[config.mk]
export PLATFORM = sky130hd
export DESIGN_NAME = branch_cmp
export DESIGN_NICKNAME = d
export VERILOG_FILES = /design/src/rtl/branch_cmp.sv
export SDC_FILE = /design/constraint.sdc
export NUM_CORES = 1
export LEC_CHECK = 0
export ABC_AREA = 0
export CAP_MARGIN = 10
export CORE_ASPECT_RATIO = 0.7
export CORE_MARGIN = 2
export CORE_UTILIZATION = 54
export DETAILED_ROUTE_END_ITERATION = 6
export PLACE_DENSITY = 0.85
export SYNTH_ARGS = -nofsm -noshare
export SYNTH_HDL_FRONTEND = slang
export SYNTH_SLANG_ARGS = --single-unit
[constraint.sdc]
create_clock -name clk -period 5.8 [get_ports clk]
set_input_delay 0.58 -clock clk [delete_from_list [all_inputs] [get_ports clk]]
set_output_delay 0.58 -clock clk [all_outputs]
set_load 0.1 [all_outputs]
[src/rtl/branch_cmp.sv]
// branch_cmp: serial 64-bit compare for RISC-V conditional branches.
//
// Computes s1 - s2 as s1 + ~s2 + 1, CHUNK bits per clock, least-significant
// chunk first, and derives zero/negative/overflow/carry plus the branch
// decision selected by funct3.  A full operation takes 64/CHUNK cycles.
//
// Ports
//   clk      : clock, all state changes on the rising edge
//   rst      : synchronous active-high reset
//   start    : request, accepted only in IDLE or DONE
//   s1, s2   : 64-bit minuend / subtrahend, latched on an accepted start
//   funct3   : branch condition code, latched on an accepted start
//   busy     : high while an operation is in progress (RUN)
//   done     : one-cycle pulse, outputs below are valid
//   taken    : branch decision
//   zero, negative, overflow, carry : flags of s1 - s2
//   illegal  : latched funct3 was 010 or 011

module branch_cmp #(
    parameter int CHUNK = 16
) (
    input  logic        clk,
    input  logic        rst,
    input  logic        start,
    input  logic [63:0] s1,
    input  logic [63:0] s2,
    input  logic [2:0]  funct3,
    output logic        busy,
    output logic        done,
    output logic        taken,
    output logic        zero,
    output logic        negative,
    output logic        overflow,
    output logic        carry,
    output logic        illegal
);

    localparam int         N    = 64 / CHUNK;
    localparam logic [3:0] LAST = 4'(N - 1);

    localparam logic [1:0] IDLE = 2'd0;
    localparam logic [1:0] RUN  = 2'd1;
    localparam logic [1:0] DONE = 2'd2;

    logic [1:0]   state;
    logic [63:0]  a;
    logic [63:0]  b;
    logic [2:0]   f3;
    logic         sign_a;
    logic         sign_b;
    logic [3:0]   idx;
    logic         cin;
    logic         zacc;

    logic [CHUNK:0] sum;
    logic           chunk_zero;
    logic           fin_zero;
    logic           fin_neg;
    logic           fin_ovf;
    logic           fin_carry;
    logic           fin_taken;
    logic           fin_illegal;

    // Operands are shifted right each cycle, so the active chunk always sits
    // in the low CHUNK bits.  The operand signs are kept separately because
    // the overflow rule needs the original bit 63 of both operands.
    always_comb begin
        sum        = {1'b0, a[CHUNK-1:0]} + {1'b0, ~b[CHUNK-1:0]} + {{CHUNK{1'b0}}, cin};
        chunk_zero = (sum[CHUNK-1:0] == '0);

        // Only meaningful while processing the last chunk, where sum holds
        // result bits 63..64-CHUNK and the final carry-out.
        fin_zero    = zacc & chunk_zero;
        fin_neg     = sum[CHUNK-1];
        fin_ovf     = (sign_a != sign_b) && (sum[CHUNK-1] != sign_a);
        fin_carry   = sum[CHUNK];
        fin_illegal = (f3[2:1] == 2'b01);

        fin_taken = 1'b0;
        case (f3)
            3'b000:  fin_taken = fin_zero;
            3'b001:  fin_taken = ~fin_zero;
            3'b100:  fin_taken = fin_neg ^ fin_ovf;
            3'b101:  fin_taken = ~(fin_neg ^ fin_ovf);
            3'b110:  fin_taken = ~fin_carry;
            3'b111:  fin_taken = fin_carry;
            default: fin_taken = 1'b0;
        endcase
    end

    always_ff @(posedge clk) begin
        if (rst) begin
            state    <= IDLE;
            a        <= '0;
            b        <= '0;
            f3       <= '0;
            sign_a   <= 1'b0;
            sign_b   <= 1'b0;
            idx      <= '0;
            cin      <= 1'b0;
            zacc     <= 1'b0;
            taken    <= 1'b0;
            zero     <= 1'b0;
            negative <= 1'b0;
            overflow <= 1'b0;
            carry    <= 1'b0;
            illegal  <= 1'b0;
        end else begin
            case (state)
                IDLE, DONE: begin
                    if (start) begin
                        a      <= s1;
                        b      <= s2;
                        f3     <= funct3;
                        sign_a <= s1[63];
                        sign_b <= s2[63];
                        idx    <= '0;
                        cin    <= 1'b1;
                        zacc   <= 1'b1;
                        state  <= RUN;
                    end else begin
                        state  <= IDLE;
                    end
                end
                RUN: begin
                    a    <= a >> CHUNK;
                    b    <= b >> CHUNK;
                    cin  <= sum[CHUNK];
                    zacc <= zacc & chunk_zero;
                    idx  <= idx + 4'd1;
                    if (idx == LAST) begin
                        // Result registers change only here, on entry to DONE.
                        state    <= DONE;
                        taken    <= fin_taken & ~fin_illegal;
                        zero     <= fin_zero;
                        negative <= fin_neg;
                        overflow <= fin_ovf;
                        carry    <= fin_carry;
                        illegal  <= fin_illegal;
                    end
                end
                default: state <= IDLE;
            endcase
        end
    end

    assign busy = (state == RUN);
    assign done = (state == DONE);

endmodule
## Yosys cells after proc, flatten, opt, wreduce, memory -nomap -nowiden

Cells that the tools add are included.

| word-level totals | value |
|---|---|
| flip-flop bits (word level) | 147 |
| input port bits | 134 |
| output and inout port bits | 8 |
| word-level logic and storage cells | 61 |

| operators by class | value |
|---|---|
| add/sub/neg operators | 3 |
| eq/ne operators | 13 |
| muxes and demuxes | 13 |
| bitwise operators | 8 |
| reduce and logical (&&, ||, !) cells | 9 |

Operators by type and width:

| kind | count |
|---|---|
| case mux 64 bit (2 select lines) | 2 |
| two-way mux 64 bit | 2 |
| adder 16 x 16 -> 17 bit | 1 |
| adder 17 x 1 -> 17 bit | 1 |
| zero test 16 bit | 1 |
| inverter 16 bit | 1 |
| equality test 3 bit, second input constant | 4 |
| case mux 4 bit (2 select lines) | 1 |
| case mux 1 bit (6 select lines) | 1 |
| AND reduction 2 bit | 3 |
| adder 4 x 1 -> 4 bit, second input constant | 1 |
| equality test 2 x 1 -> 1 bit, second input constant | 2 |
| equality test 4 x 2 -> 1 bit, second input constant | 1 |
| two-way mux 4 bit | 1 |
| inverter 1 bit | 4 |
| case mux 1 bit (2 select lines) | 2 |
| case mux 2 bit (2 select lines) | 1 |
| equality test 3 x 1 -> 1 bit, second input constant | 1 |
| zero test 3 bit | 1 |
| bitwise AND 1 bit | 2 |
| equality test 2 bit, second input constant | 1 |
| zero test 2 bit | 1 |
| two-way mux 1 bit | 2 |
| two-way mux 2 bit | 1 |
| other kinds (7) | 8 |

## Longest topological paths before layout

Gate-level depths: netlist of the first run.

| logic depth | value |
|---|---|
| depth in word-level cells | 9 |
| mapped depth | 13 |
| depth with buffers taken out | 13 |

## Worst setup path before layout of the first run

No wires, ideal clock.

| timing | value |
|---|---|
| kind | reg-to-reg |
| start | register a[0] |
| end | register taken |
| arrival time | 2821 ps |
| required time | 5667 ps |
| setup slack | 2846 ps |
| cell stages (with the launch flop) | 13 |
| buffers on the path | 0 |
| clock period less this slack | 2954 ps |
| cells stage by stage | dfxtp_1 inv_1 fa_1 fa_1 nor2b_1 o211ai_2 a21boi_1 o21a_1 o41ai_1 a2111oi_2 a21oi_1 a311oi_1 o41ai_2 |

| on the way | value |
|---|---|
| word-level cells in the longest chain between the ends | 8 |
| elaborated cells on any way between the ends | 12 |
| those cells by class | add/sub (2); eq/ne (1); mux (1); bitwise (6); reduce/logical (2) |

Ends and longest elaborated chain:

| what | line | RTL |
|---|---|---|
| from (decl) | 46 | `logic [63:0] a;` |
| from (signal assigned) | 126 | `a <= a >> CHUNK;` |
| adder 16 x 16 -> 17 bit * | 68 | `sum = {1'b0, a[CHUNK-1:0]} + {1'b0, ~b[CHUNK-1:0]} + {{CHUNK{1'b0}}, cin};` |
| adder 17 x 1 -> 17 bit * | 68 |  |
| branches (longest 4 deep; another with zero test 16 bit) | n/a |  |
| case mux 1 bit (6 select lines) * | 80 | `case (f3)` |
| bitwise AND 1 bit * | 134 | `taken <= fin_taken & ~fin_illegal;` |
| to (signal assigned) | 134 |  |
| to (decl) | 30 | `output logic taken,` |

Every way passes the cells marked *.
A chain may end at the register's enable or synchronous reset.

## Worst setup path after layout of the first run

Same ends and word-level chain as after synthesis.

==> impl_metrics.env, run 1 <==
export IMPL_route_detailed_drc=0
export IMPL_hpwl_um=12500
export IMPL_syn_nets=917
export IMPL_portBuffers=141
export IMPL_layout_commonest_cell="dfxtp_1"
export IMPL_synth_edf_count=0
export IMPL_yosysTopAreaCell="dfxtp_1"
export IMPL_critPathRequiredTime_ns=6.07
export IMPL_tritoncts="yes"
export IMPL_worstPathArrival_ns=3.65
export IMPL_syn_area_um2=6410
export IMPL_rows=33
export IMPL_register_area_um2=2940
export IMPL_globalplace_congestion=0.913
export IMPL_synth_top_cell_area_share_pct=45.9
export IMPL_ys_top_cells_by_area="dfxtp_1 (46%), a22oi_1 (15%), a21oi_1 (9.7%)"
export IMPL_hold_class="reg2reg"
export IMPL_antenna_cells=0
export IMPL_multi_input_area_um2=3160
export IMPL_worstSetupStartpointType="register"
export IMPL_grt_usage_pct=28.6
export IMPL_vias_per_cell=5.91
export IMPL_timing_rr_start="a[0]"
export IMPL_power_leakage_uw=0.00308
export IMPL_worstSetupPathType="reg2reg"
export IMPL_power_density_nw_per_um2=309
export IMPL_wirelength_um=18000
export IMPL_num_vias=6159
export IMPL_end_kind="register"
export IMPL_drtIter0Drc=515
export IMPL_ys_seq_elements=147
export IMPL_post_cts_setup_buffers=0
export IMPL_design_portCount=142
export IMPL_drive_gt1_share_pct=5.20
export IMPL_slew_headroom_pct=33.1
export IMPL_grt_pass1_wl_um=28700
export IMPL_synthToLayoutAreaGrowth_pct=30.6
export IMPL_synth_flop_cell="dfxtp_1"
export IMPL_hp_start="b[6]"
export IMPL_clk_latency_ns=0.41
export IMPL_fp_dieH_um=95.1
export IMPL_grt_pass1_vias=5636
export IMPL_finalSetupViolCount=0
export IMPL_yosysSeqAreaShare_pct=45.9
export IMPL_fin_nets=1026
export IMPL_async_flop_share_pct=0
export IMPL_clock_root_buffer="clkbuf_16"
export IMPL_fin_util_pct=71.9
export IMPL_cp_startpoint="a[0]"
export IMPL_ant_nets=0
export IMPL_firstDrtPassIters=5
export IMPL_crit_path_max_incr_delay_ns=0.48
export IMPL_critPathMaxFanout=4
export IMPL_yosysWarnings=0
export IMPL_grt_ovfl_total=0
export IMPL_clock_sinks=147
export IMPL_cts_buffers=17
export IMPL_initial_core_util_pct=55.0
export IMPL_core_area_um2=11600
export IMPL_hold_viol_final=0
export IMPL_grt_max_degree=99
export IMPL_path_cells="inv_1, fa_1, fa_1, nor2b_1, o211ai_2, a21oi_1, o22ai_2, mux2i_1, nand4_1, nor4_2, a21oi_1, a311oi_1, o41ai_2"
export IMPL_skew_ns=0.0102
export IMPL_slowest_stage="fa_1"
export IMPL_die_x_um=134
export IMPL_tightest_slew_ns=1.00
export IMPL_final_max_slew_viol_count=0
export IMPL_cts_clk_slew_worst_paths_ns=0.05
export IMPL_avgRoutedWirePerCell_um=17.3
export IMPL_fillers=924
export IMPL_fin_tns_setup_ns=0
export IMPL_finalCriticalPeriod_ns=3.38
export IMPL_htreeDepth=4
export IMPL_clk_path_buf_depth=2
export IMPL_postSynthCellCount=765
export IMPL_hold_buffers=0
export IMPL_max_cap_violations=0
export IMPL_grt_setup_unrepaired="false"
export IMPL_clock_fmax_mhz=296
export IMPL_antenna_found_initial=0
export IMPL_peakVddDrop_mv=0.214
export IMPL_crit_buf_inv=1
export IMPL_fin_crit_sh_pct=58.3
export IMPL_cts_resized=0
export IMPL_synth_distinct_cells=48
export IMPL_status="finished, final reports clean"
export IMPL_synth_area_per_cell_um2=8.38
export IMPL_layout_cells_most_common_list="dfxtp_1 (147), clkdlybuf4s50_1 (140), a22oi_1 (128)"
export IMPL_die_area_um2=12800
export IMPL_cpLargestDelayFamily="compound AO/OA/AOI/OAI gates"
[area by class of cell]
type | instances | area share, %
Clock inverter | 8 | 0.688
Multi-Input combinational cell | 534 | 37.8
Timing Repair Buffer | 147 | 17.4
Inverter | 27 | 1.23
Tap cell | 157 | 2.35
Sequential cell | 147 | 35.2
Clock buffer | 22 | 5.43
[per-stage QoR]
stage	instance area (um^2)	instances	power, uW	worst slack [ns]	hold WS, ns
after floorplan	6410	765	1450	2.85	0.436
after global placement	7860	1012	1620	2.58	0.441
after detailed placement	7860	1012	1630	2.49	0.448
after CTS	8370	1042	2590	2.44	0.456
after global routing	8370	1042	2690	2.02	0.475
final	8370	1042	2580	2.42	0.455
[flip-flops by register name, summed over array words and instances, names as in the netlist]
| register | flops |
|---|---|
| negative | 1 |
| f3 | 3 |
| sign_a | 1 |
| state | 2 |
| sign_b | 1 |
| illegal | 1 |
| taken | 1 |
| idx | 4 |
| carry | 1 |
| zero | 1 |
| zacc | 1 |
| a | 64 |
| cin | 1 |
| overflow | 1 |
| b | 64 |
[cell usage after synthesis (2+ instances only)]
master,number
dfxtp_1,147
o211ai_2,2
a211o_1,2
ha_1,16
clkbuf_1,56
nor2b_1,4
mux2i_1,3
a2111oi_2,2
nand2_1,126
xor2_1,2
and2_1,2
nand2b_1,7
o31ai_1,2
nor2_1,54
nand3_1,10
fa_1,2
inv_1,26
xnor2_1,3
a311oi_1,3
nand4_1,4
o21ai_1,5
a21oi_1,124
a22oi_1,128
a21o_1,3
o21ai_0,6
o21a_1,3
a2111o_1,2
[tightest hold or removal path, delay by kind of cell, from the launching register on]
| family | cells | cell delay (ns) |
|---|---|---|
| compound gates | 1 | 0.05 |
| simple gates | 1 | 0.05 |
| flops | 1 | 0.31 |
[where the power goes]
group	total, uW	internal [uW]	switching, uW
Combinational	505	226	279
Sequential	1120	1080	40.7
Clock	962	553	409
Total	2580	1850	729
[worst paths after layout]
| path | cells past startpoint | endpoint | slack [ns] |
|---|---|---|---|
| worst max-delay path | 13 | taken | 2.42 |
| worst min-delay path | 2 | b[6] | 0.45 |
| worst max register to register | 13 | taken | 2.42 |
| worst min register to register | 2 | b[6] | 0.45 |
[per-layer routing]
layer	GRT usage (%)	part of all wire, %	vias to the layer above
met1	39.5	46	2942
met3	9.25	8.3	24
met5	0	0	-
met2	43.6	44	229
li1	-	-	2964
met4	7.28	1.5	0
[kinds of logic after synthesis]
kind of cell / share of synthesized area, %
flip-flops: 45.9
adder cells (fa/ha/maj): 3.91
multiplexers: 0.820
XOR/XNOR: 0.684
AO/OA/AOI/OAI: 30.2
AND/OR/NAND/NOR: 13.5
buffers and inverters: 4.98
(Power assumes the default switching activity.)
==> run 2: changes to the inputs <==
CORE_UTILIZATION = 51   (was 54)
PLACE_DENSITY = 0.81   (was 0.85)
clock period = 3.2 ns   (was 5.8 ns; I/O delays follow)
==> impl_metrics.env, run 2 (synthesis results as in run 1) <==
export IMPL_clock_sinks=147
export IMPL_avgRoutedWirePerCell_um=17.4
export IMPL_clock_root_buffer="clkbuf_16"
export IMPL_drive_gt1_share_pct=6.85
export IMPL_design_portCount=142
export IMPL_hpwl_um=12500
export IMPL_fin_tns_setup_ns=0
export IMPL_wirelength_um=18300
export IMPL_worstSetupPathType="reg2reg"
export IMPL_die_x_um=138
export IMPL_portBuffers=141
export IMPL_synthToLayoutAreaGrowth_pct=32.6
export IMPL_core_area_um2=12300
export IMPL_post_cts_setup_buffers=0
export IMPL_placed_cells=1021
export IMPL_tritoncts="yes"
export IMPL_hp_start="rst"
export IMPL_antenna_found_initial=0
export IMPL_p_total_uw=4760
export IMPL_critPathMaxFanout=2
export IMPL_timing_rr_start="a[0]"
export IMPL_grt_pass1_vias=5837
export IMPL_worstPathArrival_ns=3.40
export IMPL_worstSetupStartpointType="register"
export IMPL_power_density_nw_per_um2=561
export IMPL_max_cap_violations=0
export IMPL_firstDrtPassIters=7
export IMPL_finalCriticalPeriod_ns=3.12
export IMPL_grt_usage_pct=27.6
export IMPL_antenna_cells=0
export IMPL_clock_fmax_mhz=321
export IMPL_grt_max_degree=148
export IMPL_hold_viol_final=0
export IMPL_rows=34
export IMPL_end_kind="register"
export IMPL_clk_latency_ns=0.41
export IMPL_route_detailed_drc=0
export IMPL_skew_ns=0.00852
export IMPL_num_vias=6123
export IMPL_post_dp_cell_area_um2=7930
export IMPL_layout_commonest_cell="dfxtp_1"
export IMPL_final_area_um2=8490
export IMPL_drtIter0Drc=557
export IMPL_fillers=992
export IMPL_grt_ovfl_total=0
export IMPL_grt_pass1_wl_um=29100
export IMPL_clk_path_buf_depth=2
export IMPL_vias_per_cell=5.82
export IMPL_power_leakage_uw=0.00313
export IMPL_globalplace_congestion=0.970
export IMPL_critPathRequiredTime_ns=3.48
export IMPL_cts_clk_slew_worst_paths_ns=0.06
export IMPL_layout_cells_non_filler=1052
export IMPL_cts_buffers=17
export IMPL_layout_cells_most_common_list="dfxtp_1 (147), clkdlybuf4s50_1 (138), a22oi_1 (128)"
export IMPL_hold_buffers=0
export IMPL_htreeDepth=4
export IMPL_finalSetupViolCount=0
export IMPL_fp_dieH_um=97.8
export IMPL_fin_crit_sh_pct=97.5
export IMPL_hold_class="in2reg"
export IMPL_fin_util_pct=68.8
export IMPL_cp_startpoint="a[0]"
export IMPL_initial_core_util_pct=51.9
export IMPL_die_area_um2=13500
export IMPL_top_regs="a (64), b (64), idx (4)"
export IMPL_peakVddDrop_mv=0.402
export IMPL_ant_nets=0
export IMPL_cts_resized=0
export IMPL_final_max_slew_viol_count=0
export IMPL_tightest_slew_ns=0.963
export IMPL_status="finished, final reports clean"
export IMPL_fin_nets=1030
export IMPL_slew_headroom_pct=35.6
-- run 2: cell types whose count changed in the layout (fill, tap and decap cells not counted), sizes merged --
| cell | previous run | this run |
|---|---|---|
| clkbuf | 22 | 19 |
| buf | 7 | 13 |
| clkinv | 4 | 8 |
| clkinvlp | 4 | 2 |
| clkdlybuf4s50 | 140 | 138 |
| inv | 27 | 29 |
-- run 2: area by class of cell --
cell class | count | area [um^2] | area share (%)
multi-input combinational | 534 | 3210 | 37.8
sequential | 147 | 2940 | 34.6
timing repair buffer | 151 | 1520 | 17.9
clock buffer | 19 | 433 | 5.10
tap | 162 | 203 | 2.39
inverter | 27 | 103 | 1.21
clock inverter | 12 | 83.8 | 0.987
-- run 2: critical path, cell delays in order, from the launching register on --
cell and delay (ns):
dfxtp_1 0.34, inv_1 0.08, fa_2 0.41, fa_2 0.53, nand3_1 0.07, a221o_1 0.30, a2111oi_4 0.23, nand4_1 0.15
nor4_2 0.37, a21oi_1 0.12, a311oi_1 0.27, o41ai_2 0.12
-- run 2: metrics by stage --
step	setup WS [ns]	hold WS [ns]
after detailed placement	0.0902	0.447
after global placement	0.167	0.441
final	0.0812	0.138
after CTS	0.0209	0.121
after global routing	-0.0734	0.130
after floorplan	0.246	0.416
-- run 2: where the power goes --
part	leakage, uW	switching, uW	internal (uW)
Combinational	0.00167	536	438
Clock	0.000254	778	987
Sequential	0.00121	74.2	1950
Total	0.00313	1390	3370
-- run 2: worst paths after layout --
path / endpoint / slack, ns / depth (start not counted)
setup / recovery: taken / 0.08 / 11
hold / removal: state[1] / 0.14 / 2
setup reg to reg: taken / 0.08 / 11
hold reg to reg: b[23] / 0.45 / 2
-- run 2: per-layer routing --
layer	wire length, um	part of all wire (%)	global-route usage, %	vias to the layer above
met5	0	0	0	-
met4	170	0.93	5.97	0
met3	1640	9.0	9.50	16
met2	8190	45	40.2	225
met1	8300	45	39.5	2910
li1	-	-	-	2972
